### src/rtl/tcd1304_frame_packer_pkg.sv
// Shared constants and state encodings for the TCD1304 frame packer.
package tcd1304_frame_packer_pkg;

   localparam logic [15:0] HDR_MAGIC = 16'hA5C3;
   localparam int NUM_CH = 10;
   localparam int BEATS_PER_SET = 5;
   localparam int SET_W = NUM_CH * 16;

   typedef enum logic [1:0] {
      S_IDLE    = 2'd0,
      S_HDR     = 2'd1,
      S_DATA    = 2'd2,
      S_DISCARD = 2'd3
   } out_state_t;

endpackage

### src/rtl/tcd1304_set_fifo.sv
// Small synchronous first-word-fall-through FIFO holding complete pixel sets.
module tcd1304_set_fifo #(
   parameter int WIDTH = 161,
   parameter int DEPTH = 4
) (
   input  logic             clk,
   input  logic             rst_n,
   input  logic             push,
   input  logic [WIDTH-1:0] din,
   input  logic             pop,
   output logic [WIDTH-1:0] dout,
   output logic             full,
   output logic             empty
);

   localparam int AW = $clog2(DEPTH);

   logic [WIDTH-1:0] mem [DEPTH];
   logic [AW:0]      wr_q;
   logic [AW:0]      rd_q;

   assign empty = (wr_q == rd_q);
   assign full  = (wr_q[AW] != rd_q[AW]) &&
                  (wr_q[AW-1:0] == rd_q[AW-1:0]);
   assign dout  = mem[rd_q[AW-1:0]];

   always_ff @(posedge clk) begin
      if (push && !full) mem[wr_q[AW-1:0]] <= din;
   end

   always_ff @(posedge clk or negedge rst_n) begin
      if (!rst_n) begin
         wr_q <= '0;
         rd_q <= '0;
      end else begin
         if (push && !full) wr_q <= wr_q + 1'b1;
         if (pop && !empty) rd_q <= rd_q + 1'b1;
      end
   end

endmodule

### src/rtl/tcd1304_frame_packer.sv
// Aligns 10-channel TCD1304 samples into pixel sets and serialises frames
// onto a 32-bit AXI4-Stream, flagging skew, sync and overflow faults.
module tcd1304_frame_packer
   import tcd1304_frame_packer_pkg::*;
#(
   parameter int PIXELS     = 3694,
   parameter int SKEW_MAX   = 16,
   parameter int FIFO_DEPTH = 4
) (
   input  logic               clk,
   input  logic               rst_n,
   input  logic [SET_W-1:0]   tcd1304_dout,
   input  logic [NUM_CH-1:0]  tcd1304_valid,
   input  logic [NUM_CH-1:0]  tcd1304_frame_start,
   output logic [31:0]        m_axis_tdata,
   output logic               m_axis_tvalid,
   input  logic               m_axis_tready,
   output logic               m_axis_tlast,
   output logic               m_axis_tuser,
   output logic [15:0]        frame_cnt,
   input  logic               err_clr,
   output logic               sync_err,
   output logic               ovf_err,
   output logic               short_frame
);

   localparam int SKW = $clog2(SKEW_MAX + 1);
   localparam logic [15:0] LAST_PIX = 16'(PIXELS - 1);
   localparam logic [2:0] LAST_BEAT = 3'(BEATS_PER_SET - 1);

   logic [NUM_CH-1:0] mask_q;
   logic [NUM_CH-1:0] fs_q;
   logic [NUM_CH-1:0] mask_all;
   logic [NUM_CH-1:0] fs_all;
   logic [SET_W-1:0]  data_q;
   logic [SET_W-1:0]  merged;
   logic [SKW-1:0]    skew_q;
   logic              dup;
   logic              complete;
   logic              timeout;
   logic              set_sof;
   logic              sof_bad;
   logic              drop_sof;
   logic              fifo_full;
   logic              fifo_empty;
   logic              pop;
   logic [SET_W:0]    head;

   for (genvar k = 0; k < NUM_CH; k++) begin : g_ch
      assign merged[16*k +: 16] = tcd1304_valid[k] ?
         tcd1304_dout[16*k +: 16] : data_q[16*k +: 16];
   end

   assign mask_all = mask_q | tcd1304_valid;
   assign fs_all   = fs_q | (tcd1304_frame_start & tcd1304_valid);
   assign dup      = |(tcd1304_valid & mask_q);
   assign complete = !dup && (&mask_all);
   assign timeout  = !dup && !complete && (mask_q != '0) &&
                     (skew_q == SKW'(SKEW_MAX - 1));
   assign set_sof  = |fs_all;
   assign sof_bad  = complete && set_sof && !(&fs_all);
   assign drop_sof = complete && fifo_full && set_sof;

   always_ff @(posedge clk or negedge rst_n) begin
      if (!rst_n) begin
         mask_q <= '0;
         fs_q   <= '0;
         data_q <= '0;
         skew_q <= '0;
      end else if (dup || timeout) begin
         // abandoned partial set; this cycle's samples seed the next one
         mask_q <= tcd1304_valid;
         fs_q   <= tcd1304_frame_start & tcd1304_valid;
         data_q <= merged;
         skew_q <= '0;
      end else if (complete) begin
         mask_q <= '0;
         fs_q   <= '0;
         skew_q <= '0;
      end else begin
         mask_q <= mask_all;
         fs_q   <= fs_all;
         data_q <= merged;
         if (mask_q != '0) skew_q <= skew_q + 1'b1;
      end
   end

   always_ff @(posedge clk or negedge rst_n) begin
      if (!rst_n) begin
         sync_err <= 1'b0;
         ovf_err  <= 1'b0;
      end else begin
         if (dup || timeout || sof_bad) sync_err <= 1'b1;
         else if (err_clr)              sync_err <= 1'b0;
         if (complete && fifo_full)     ovf_err  <= 1'b1;
         else if (err_clr)              ovf_err  <= 1'b0;
      end
   end

   tcd1304_set_fifo #(
      .WIDTH (SET_W + 1),
      .DEPTH (FIFO_DEPTH)
   ) u_fifo (
      .clk   (clk),
      .rst_n (rst_n),
      .push  (complete && !fifo_full),
      .din   ({set_sof, merged}),
      .pop   (pop),
      .dout  (head),
      .full  (fifo_full),
      .empty (fifo_empty)
   );

   out_state_t  state;
   logic [2:0]  beat;
   logic [15:0] pix;
   logic        sync_q;
   logic [7:0]  nxt_lo;

   assign nxt_lo = {beat + 3'd1, 5'd0};
   assign pop = (state == S_DISCARD) ||
                (state == S_DATA && beat == LAST_BEAT && m_axis_tready);

   always_ff @(posedge clk or negedge rst_n) begin
      if (!rst_n) begin
         state         <= S_IDLE;
         beat          <= '0;
         pix           <= '0;
         sync_q        <= 1'b0;
         frame_cnt     <= '0;
         m_axis_tdata  <= '0;
         m_axis_tvalid <= 1'b0;
         m_axis_tlast  <= 1'b0;
         m_axis_tuser  <= 1'b0;
         short_frame   <= 1'b0;
      end else begin
         if (err_clr) short_frame <= 1'b0;
         unique case (state)
            S_IDLE: begin
               if (!fifo_empty) begin
                  if (head[SET_W]) begin
                     state         <= S_HDR;
                     m_axis_tvalid <= 1'b1;
                     m_axis_tuser  <= 1'b1;
                     m_axis_tdata  <= {HDR_MAGIC, frame_cnt};
                     if (sync_q) short_frame <= 1'b1;
                  end else if (sync_q) begin
                     state         <= S_DATA;
                     beat          <= '0;
                     m_axis_tvalid <= 1'b1;
                     m_axis_tdata  <= head[31:0];
                  end else begin
                     state <= S_DISCARD;
                  end
               end
            end
            S_HDR: begin
               if (m_axis_tready) begin
                  state        <= S_DATA;
                  beat         <= '0;
                  frame_cnt    <= frame_cnt + 1'b1;
                  pix          <= '0;
                  sync_q       <= 1'b1;
                  m_axis_tuser <= 1'b0;
                  m_axis_tdata <= head[31:0];
               end
            end
            S_DATA: begin
               if (m_axis_tready) begin
                  if (beat == LAST_BEAT) begin
                     state         <= S_IDLE;
                     m_axis_tvalid <= 1'b0;
                     m_axis_tlast  <= 1'b0;
                     pix           <= pix + 1'b1;
                     if (pix == LAST_PIX) sync_q <= 1'b0;
                  end else begin
                     beat         <= beat + 1'b1;
                     m_axis_tdata <= head[nxt_lo +: 32];
                     m_axis_tlast <= (beat == LAST_BEAT - 3'd1) &&
                                     (pix == LAST_PIX);
                  end
               end
            end
            S_DISCARD: state <= S_IDLE;
            default:   state <= S_IDLE;
         endcase
         // a lost frame start leaves the stream out of sync
         if (drop_sof) sync_q <= 1'b0;
      end
   end

endmodule

### config.mk
export PLATFORM = sky130hd
export DESIGN_NAME = tcd1304_frame_packer
export DESIGN_NICKNAME = d
export VERILOG_FILES = /design/src/rtl/tcd1304_frame_packer_pkg.sv /design/src/rtl/tcd1304_set_fifo.sv /design/src/rtl/tcd1304_frame_packer.sv
export SDC_FILE = /design/constraint.sdc
export NUM_CORES = 1
export LEC_CHECK = 0
export CAP_MARGIN = 20
export CELL_PAD_IN_SITES_DETAIL_PLACEMENT = 1
export CELL_PAD_IN_SITES_GLOBAL_PLACEMENT = 1
export CORE_AREA = 10 10 324 326
export DETAILED_ROUTE_END_ITERATION = 16
export DIE_AREA = 0 0 334 336
export PLACE_DENSITY_LB_ADDON = 0.15
export SETUP_SLACK_MARGIN = 0.5
export SLEW_MARGIN = 20
export SYNTH_ARGS = -nofsm -noshare
export SYNTH_HDL_FRONTEND = slang
export SYNTH_SLANG_ARGS = --single-unit
### constraint.sdc
create_clock -name clk -period 5.43 [get_ports clk]
set_input_delay 0.8145 -clock clk [delete_from_list [all_inputs] [get_ports clk]]
set_output_delay 0.8145 -clock clk [all_outputs]
set_load 0.03 [all_outputs]
Word level (Yosys, flattened, before mapping)
Memories as Yosys holds them, arrays and structs flattened.
Cells that the tools add are included.
{"block": "op_classes", "addsub": 6, "n_eq_ne": 24, "n_shift": 1, "mux": 71, "bitwise_logic": 4, "n_reduce_logical": 46}
{"operator": "160-bit two-way mux", "count": 2}
{"operator": "16-bit two-way mux", "count": 13}
{"operator": "32-bit two-way mux", "count": 6}
{"operator": "161-bit by 9-bit indexed part select with 32-bit output", "count": 1}
{"operator": "32-bit one-hot mux with 3 select lines", "count": 1}
{"operator": "10-bit two-way mux", "count": 4}
{"operator": "16-bit by 1-bit adder with 16-bit output, second input constant", "count": 2}
{"operator": "16-bit one-hot mux with 2 select lines", "count": 1}
{"operator": "1-bit two-way mux", "count": 25}
{"operator": "10-bit AND", "count": 2}
{"operator": "10-bit OR", "count": 2}
{"operator": "10-bit AND reduction", "count": 2}
{"operator": "10-bit OR reduction", "count": 2}
{"operator": "3-bit two-way mux", "count": 6}
{"operator": "16-bit by 12-bit == test with 1-bit output, second input constant", "count": 1}
{"operator": "1-bit logical AND", "count": 15}
{"operator": "5-bit two-way mux", "count": 3}
{"operator": "2-bit != test, second input constant", "count": 7}
{"operator": "4-bit AND reduction", "count": 3}
{"operator": "2-bit two-way mux", "count": 5}
{"operator": "5-bit AND reduction", "count": 2}
{"operator": "10-bit nonzero test", "count": 1}
{"operator": "2-bit nonzero test", "count": 5}
{"operator": "3-bit by 1-bit adder with 3-bit output, second input constant", "count": 3}
{"operator": "other kinds (22)", "count": 38}
{"block": "word_totals", "regBits": 267, "ramBits": 644, "input_bits": 184, "elab_cells": 171, "mem_count": 1}
{"name": "u_fifo.mem", "depth": 4, "width": 161, "read_ports": 1, "rd_ports_with_merged_regs": 0, "wr": 1, "line_no": "tcd1304_set_fifo.sv:18", "source": "logic [WIDTH-1:0] mem [DEPTH];"}

Longest topological paths before layout
{"block": "logic_depth", "ltp_word": 11, "depth_mapped": 12}

Hierarchy
Synthesis repeated with hierarchy kept, for this count alone.
{"block": "unflattened", "hier_cells": 2480, "area_unflattened_um2": 38303.0}
{"module": "tcd1304_set_fifo", "instances": 1, "cells_each": 889, "area_each_um2": 23757.8, "seq_area_each_um2": 19488.7}
{"module": "tcd1304_frame_packer", "instances": 1, "cells_each": 1591, "area_each_um2": 14545.2, "seq_area_each_um2": 6531.3}

Worst setup path after synthesis
Ideal clock, no wire load.
{"block": "synth_path", "path_kind": "input to register", "from": "in tcd1304_valid[3]", "to": "mem u_fifo.mem[0][0], enable pin", "setup_time_ps": 540, "t_arrival_ps": 5664, "slack_ps": -774, "path_stages": 6, "n_path_buf": 2, "cell_sequence": "a22o_1 -> a221oi_1 -> and4_1 -> buf_2 -> clkbuf_1 -> and3_1"}
{"block": "synth_between", "elab_chain_cells": 8, "word_cells_on_any_way": 10, "cone_classes": "mux: 2; bitwise: 2; reduce/logical: 6"}
{"item": "start, declared", "line_no": "tcd1304_frame_packer.sv:13", "source": "input logic [NUM_CH-1:0] tcd1304_valid,"}
{"item": "10-bit AND", "line_no": "tcd1304_frame_packer.sv:56", "source": "assign dup = |(tcd1304_valid & mask_q);"}
{"item": "10-bit OR reduction", "line_no": "tcd1304_frame_packer.sv:56"}
{"item": "1-bit zero test", "line_no": "tcd1304_frame_packer.sv:57", "source": "assign complete = !dup && (&mask_all);"}
{"item": "1-bit logical AND *", "line_no": "tcd1304_frame_packer.sv:57"}
{"item": "1-bit logical AND *", "line_no": "tcd1304_frame_packer.sv:106", "source": ".push (complete && !fifo_full),"}
{"item": "1-bit logical AND *", "line_no": "tcd1304_set_fifo.sv:28", "source": "if (push && !full) mem[wr_q[AW-1:0]] <= din;"}
{"item": "1-bit two-way mux *", "line_no": "tcd1304_set_fifo.sv:28"}
{"item": "1-bit two-way mux (not written as such) *", "line_no": "tcd1304_set_fifo.sv:28"}
{"item": "end, declared", "line_no": "tcd1304_set_fifo.sv:18"}
Every way passes the cells marked *; elsewhere a longest branch is shown, timed or not.

Final worst setup path
{"block": "layout_path", "from": "reg beat[0]", "to": "reg m_axis_tdata[7]"}
{"block": "layout_between", "elab_chain_cells": 5, "word_cells_on_any_way": 8, "cone_classes": "add/sub: 1; eq/ne: 2; shift: 1; mux: 3; reduce/logical: 1"}
{"item": "start, declared", "line_no": "tcd1304_frame_packer.sv:115", "source": "logic [2:0] beat;"}
{"item": "start signal, assigned", "line_no": "tcd1304_frame_packer.sv:177", "source": "beat <= beat + 1'b1;"}
{"item": "3-bit by 1-bit adder with 3-bit output", "line_no": "tcd1304_frame_packer.sv:120", "source": "assign nxt_lo = {beat + 3'd1, 5'd0};"}
{"item": "161-bit by 9-bit indexed part select with 32-bit output", "line_no": "tcd1304_frame_packer.sv:178", "source": "m_axis_tdata <= head[nxt_lo +: 32];"}
{"item": "32-bit two-way mux", "line_no": "tcd1304_frame_packer.sv:170", "source": "if (beat == LAST_BEAT) begin"}
{"item": "32-bit two-way mux", "line_no": "tcd1304_frame_packer.sv:169", "source": "if (m_axis_tready) begin"}
{"item": "32-bit one-hot mux with 3 select lines", "line_no": "tcd1304_frame_packer.sv:138", "source": "unique case (state)"}
{"item": "end signal, assigned", "line_no": "tcd1304_frame_packer.sv:145", "source": "m_axis_tdata <= {HDR_MAGIC, frame_cnt};"}
{"item": "end signal, assigned", "line_no": "tcd1304_frame_packer.sv:165", "source": "m_axis_tdata <= head[31:0];"}
{"item": "end signal, assigned", "line_no": "tcd1304_frame_packer.sv:178"}
{"item": "end, declared", "line_no": "tcd1304_frame_packer.sv:15", "source": "output logic [31:0] m_axis_tdata,"}
Several ways; a longest one is shown, not always the timed one. The select of a mux whose other input is x is not followed.
A chain may end at the register's enable or synchronous reset.

==> run summary <==
The run finished with clean final reports. The worst clock skew is 0.0243 ns, and the number of violations reported at the end of detailed-routing iteration 0 is 1804. After technology mapping, the gate count stands at 2740. The library cells used most frequently in the layout, excluding fill and tap cells, are sky130_fd_sc_hd__edfxtp_1, sky130_fd_sc_hd__nor2_1, sky130_fd_sc_hd__dfrtp_1, sky130_fd_sc_hd__clkdlybuf4s50_1, sky130_fd_sc_hd__mux2i_1. Global routing used 19.7% of the available tracks. The hold-fix buffer count after cts is 0, and the netlist area before placement is 39000 sq um. The number of hold violations in the final report was 0; the net count of the mapped netlist was 2942.

The post-CTS resize count was 0; the clock-pin slew on the worst setup and hold paths was 0.06 ns. In this run the count of I/O pins placed on the die edge is 238. The count of clock tree sinks is 911. The final layout contains routed wiring with a total length of 112000 um. Dividing the detail-routed via count by the number of cells gives 5.53. The minimum clock period is 4.23 ns.

The signal on the critical path passes through inv_1 > ha_1 > nand3_1 > buf_4 > a221o_1 > a221oi_1 > a2111oi_0 > o31ai_1. The total number of H-tree levels was 3; the synthesized area per cell was 14.2 sq um. The initial utilization of the core area, before any placement, comes to 39.8%. Once detailed placement completed, the half-perimeter wirelength came to 73200 um. After floorplanning, the core was sized to cover 98100 sq um. Data arrival time at the worst-slack endpoint: 4.80 ns.

Clock latency on the worst-skew pair, taken at its later pin, is 0.67 ns. Adding up every negative setup slack in the final design gives 0 ns. On the critical path, the stage with the largest delay is an instance of sky130_fd_sc_hd__a221oi_1. In this design, the stage delay of the slowest critical-path cell is 0.90 ns. Sequential cells were found to cover 66.7% of the synthesized design area. The worst setup path is captured at a register.

At the pin with the least slew margin, the transition time is 1.23 ns. The cell sitting at the root of the clock tree is a sky130_fd_sc_hd__clkbuf_16. In the routed design, unresolved DRC markers number 0. The share of synthesized registers carrying an async set or reset was 29.3%; the number of antenna violations at the first check in global routing was 4. The run gives 169000 um as the wire length of the first global-routing pass. At the end of routability-driven placement, the weighted congestion stood at 0.821. The quantity of I/O buffers inserted on ports was 237; the share of the core filled with cells was 47.0%. Among all flip-flop cells after synthesis, the most frequent one is sky130_fd_sc_hd__edfxtp_1.

Static timing analysis puts the maximum clock frequency at 237 MHz. Combined buffer and inverter count along the critical path: 2. The fraction of the cycle the final worst path needs was 77.9%. At the worst endpoint, the required time is 6.00 ns. The Yosys step of the flow raised 0 warnings. For the total clock buffers created by CTS, the log shows 100. STA classifies the critical path startpoint as a register.

VDD sags by at most 439 uV. The critical path is of the reg -> reg type. The relative slew slack is 18.1%, and the detailed-router iteration count before antenna repair is 8. The tools report the remaining number of nets flagged by the antenna check after routing as 0. The number of pins exceeding their max-slew limit in the final report was 0. The gate family responsible for the most delay along the worst path is compound AO/OA/AOI/OAI gates. After synthesis the netlist holds a flip-flop and latch count of 911. The logs give 115 for the total number of placement rows and 0 for the buffers inserted during post-CTS setup optimization.

Total power density per cell area: 459 nW/um^2. For this design the static power due to leakage is 17.0 nW. The worst hold-check path type is in -> async. For the number of max-capacitance violations reported, the log shows 0. From synthesis to final layout, the design area changed by 18.2%. From left edge to right edge, the die measures 334 um. TritonCTS built the clock tree. Yosys mapped the design onto 61 distinct sky130hd cell types.

Counting flops with a built-in enable in the synthesized netlist gives 644. No sink is reached through more buffers than the 3 on the longest clock path. Entering global routing, the biggest net connects 155 pins.

Setup repair after global routing left no endpoint under its margin. The wire length per cell after detailed routing is 25.8 um, and the total grt overflow is 0. The vias after detailed routing is 23986, and the number of global-route vias before repair is 25704. The maximum fanout along the worst path came out at 29.

The fraction of final layout cells with drive strength greater than 1 came out at 16.2%. At the end of the flow, the number of nets in the layout was 3161. Setup violations remaining at the end of the flow were counted as 0. The most common cell after layout, fill and taps aside is sky130_fd_sc_hd__edfxtp_1. The vertical die dimension was 336 um. Total power for the finished layout comes to 21.2 mW. The minimum setup slack after placement was 1.06 ns. Setup slack closes at 1.20 ns.

Worst hold slack after final layout: 0.171 ns. The area of the die is 112000 sq um.
[stage by stage]
stage	cells	instance area (sq um)
after CTS	4334	46100
final	4336	46100
after detailed placement	4144	42800
after global placement	4143	42800
after floorplan	2740	39000
after global routing	4334	46100
[cell families (layout without fill, tap and decap cells)]
family          after synthesis  in the layout  share of synthesized area [%]
other cells                   0              2                              0
mux                         460            460                           15.3
flops                       911            911                           66.7
buf+inv                     188            495                           2.29
xor+xnor                     36             36                          0.808
simple gates                838            838                           8.81
fa+ha+maj                    18             18                          0.577
compound gates              289            289                           5.55
[registers in the layout, summed over array words and instances, names as in the netlist, 3 cells and up]
| register | count |
|---|---|
| skew_q | 5 |
| u_fifo.rd_q | 3 |
| m_axis_tdata | 32 |
| mask_q | 10 |
| frame_cnt | 16 |
| beat | 3 |
| u_fifo.mem | 644 |
| fs_q | 10 |
| pix | 16 |
| data_q | 160 |
| u_fifo.wr_q | 3 |
[worst reg2reg max path, stage by stage (launching register included)]
cell and delay, ns:
sky130_fd_sc_hd__dfrtp_4 0.79, sky130_fd_sc_hd__inv_1 0.42, sky130_fd_sc_hd__ha_1 0.81, sky130_fd_sc_hd__nand3_1 0.16, sky130_fd_sc_hd__buf_4 0.26, sky130_fd_sc_hd__a221o_1 0.32
sky130_fd_sc_hd__a221oi_1 0.90, sky130_fd_sc_hd__a2111oi_0 0.18, sky130_fd_sc_hd__o31ai_1 0.30
[cell usage after synthesis, drive strengths merged, types with 26 or more instances]
library cell | n | area share [%]
dfrtp | 267 | 17
mux2 | 173 | 5.0
a22oi | 32 | 0.62
mux4 | 92 | 5.3
mux2i | 195 | 5.0
buf | 85 | 1.3
nand2 | 154 | 1.5
nand3 | 26 | 0.33
a21oi | 47 | 0.60
edfxtp | 644 | 50
nor2 | 563 | 5.4
clkbuf | 83 | 0.80
[path summary, 6_finish.rpt]
kind	startpoint	end	slack (ns)	cells past startpoint
worst max register to register	beat[0]$_DFFE_PN0P_	m_axis_tdata[7]$_DFFE_PN0P_	1.20	8
worst min-delay path	rst_n	m_axis_tdata[7]$_DFFE_PN0P_	0.17	1
max in group asynchronous	rst_n	data_q[115]$_DFFE_PN0P_	4.06	2
worst max-delay path	beat[0]$_DFFE_PN0P_	m_axis_tdata[7]$_DFFE_PN0P_	1.20	8
worst min register to register	u_fifo.wr_q[2]$_DFFE_PN0P_	u_fifo.wr_q[2]$_DFFE_PN0P_	0.49	1
min in group clk	u_fifo.wr_q[2]$_DFFE_PN0P_	u_fifo.wr_q[2]$_DFFE_PN0P_	0.49	1
[cell type report]
type	instances	area, sq um
fill	9743	52000
inverter	20	75.1
clock inverter	54	508
timing repair buffer	285	2940
sequential	911	26000
tap	1287	1610
antenna	2	5.00
clock buffer	136	2810
multi-input combinational	1641	12200
[per-layer routing]
layer  track usage (%)  part of all wire, %
met5                 0                    0
met4              4.84                  1.9
met3              2.96                  4.7
met2              31.3                   46
met1              28.2                   47
[where the power goes]
group	switching (mW)	leakage [nW]	internal, mW	total [mW]
Combinational	3.65	6.31	2.45	6.10
Sequential	0.414	9.02	7.89	8.30
Clock	2.82	1.63	3.97	6.80
Power figures use the tool's default switching activity.
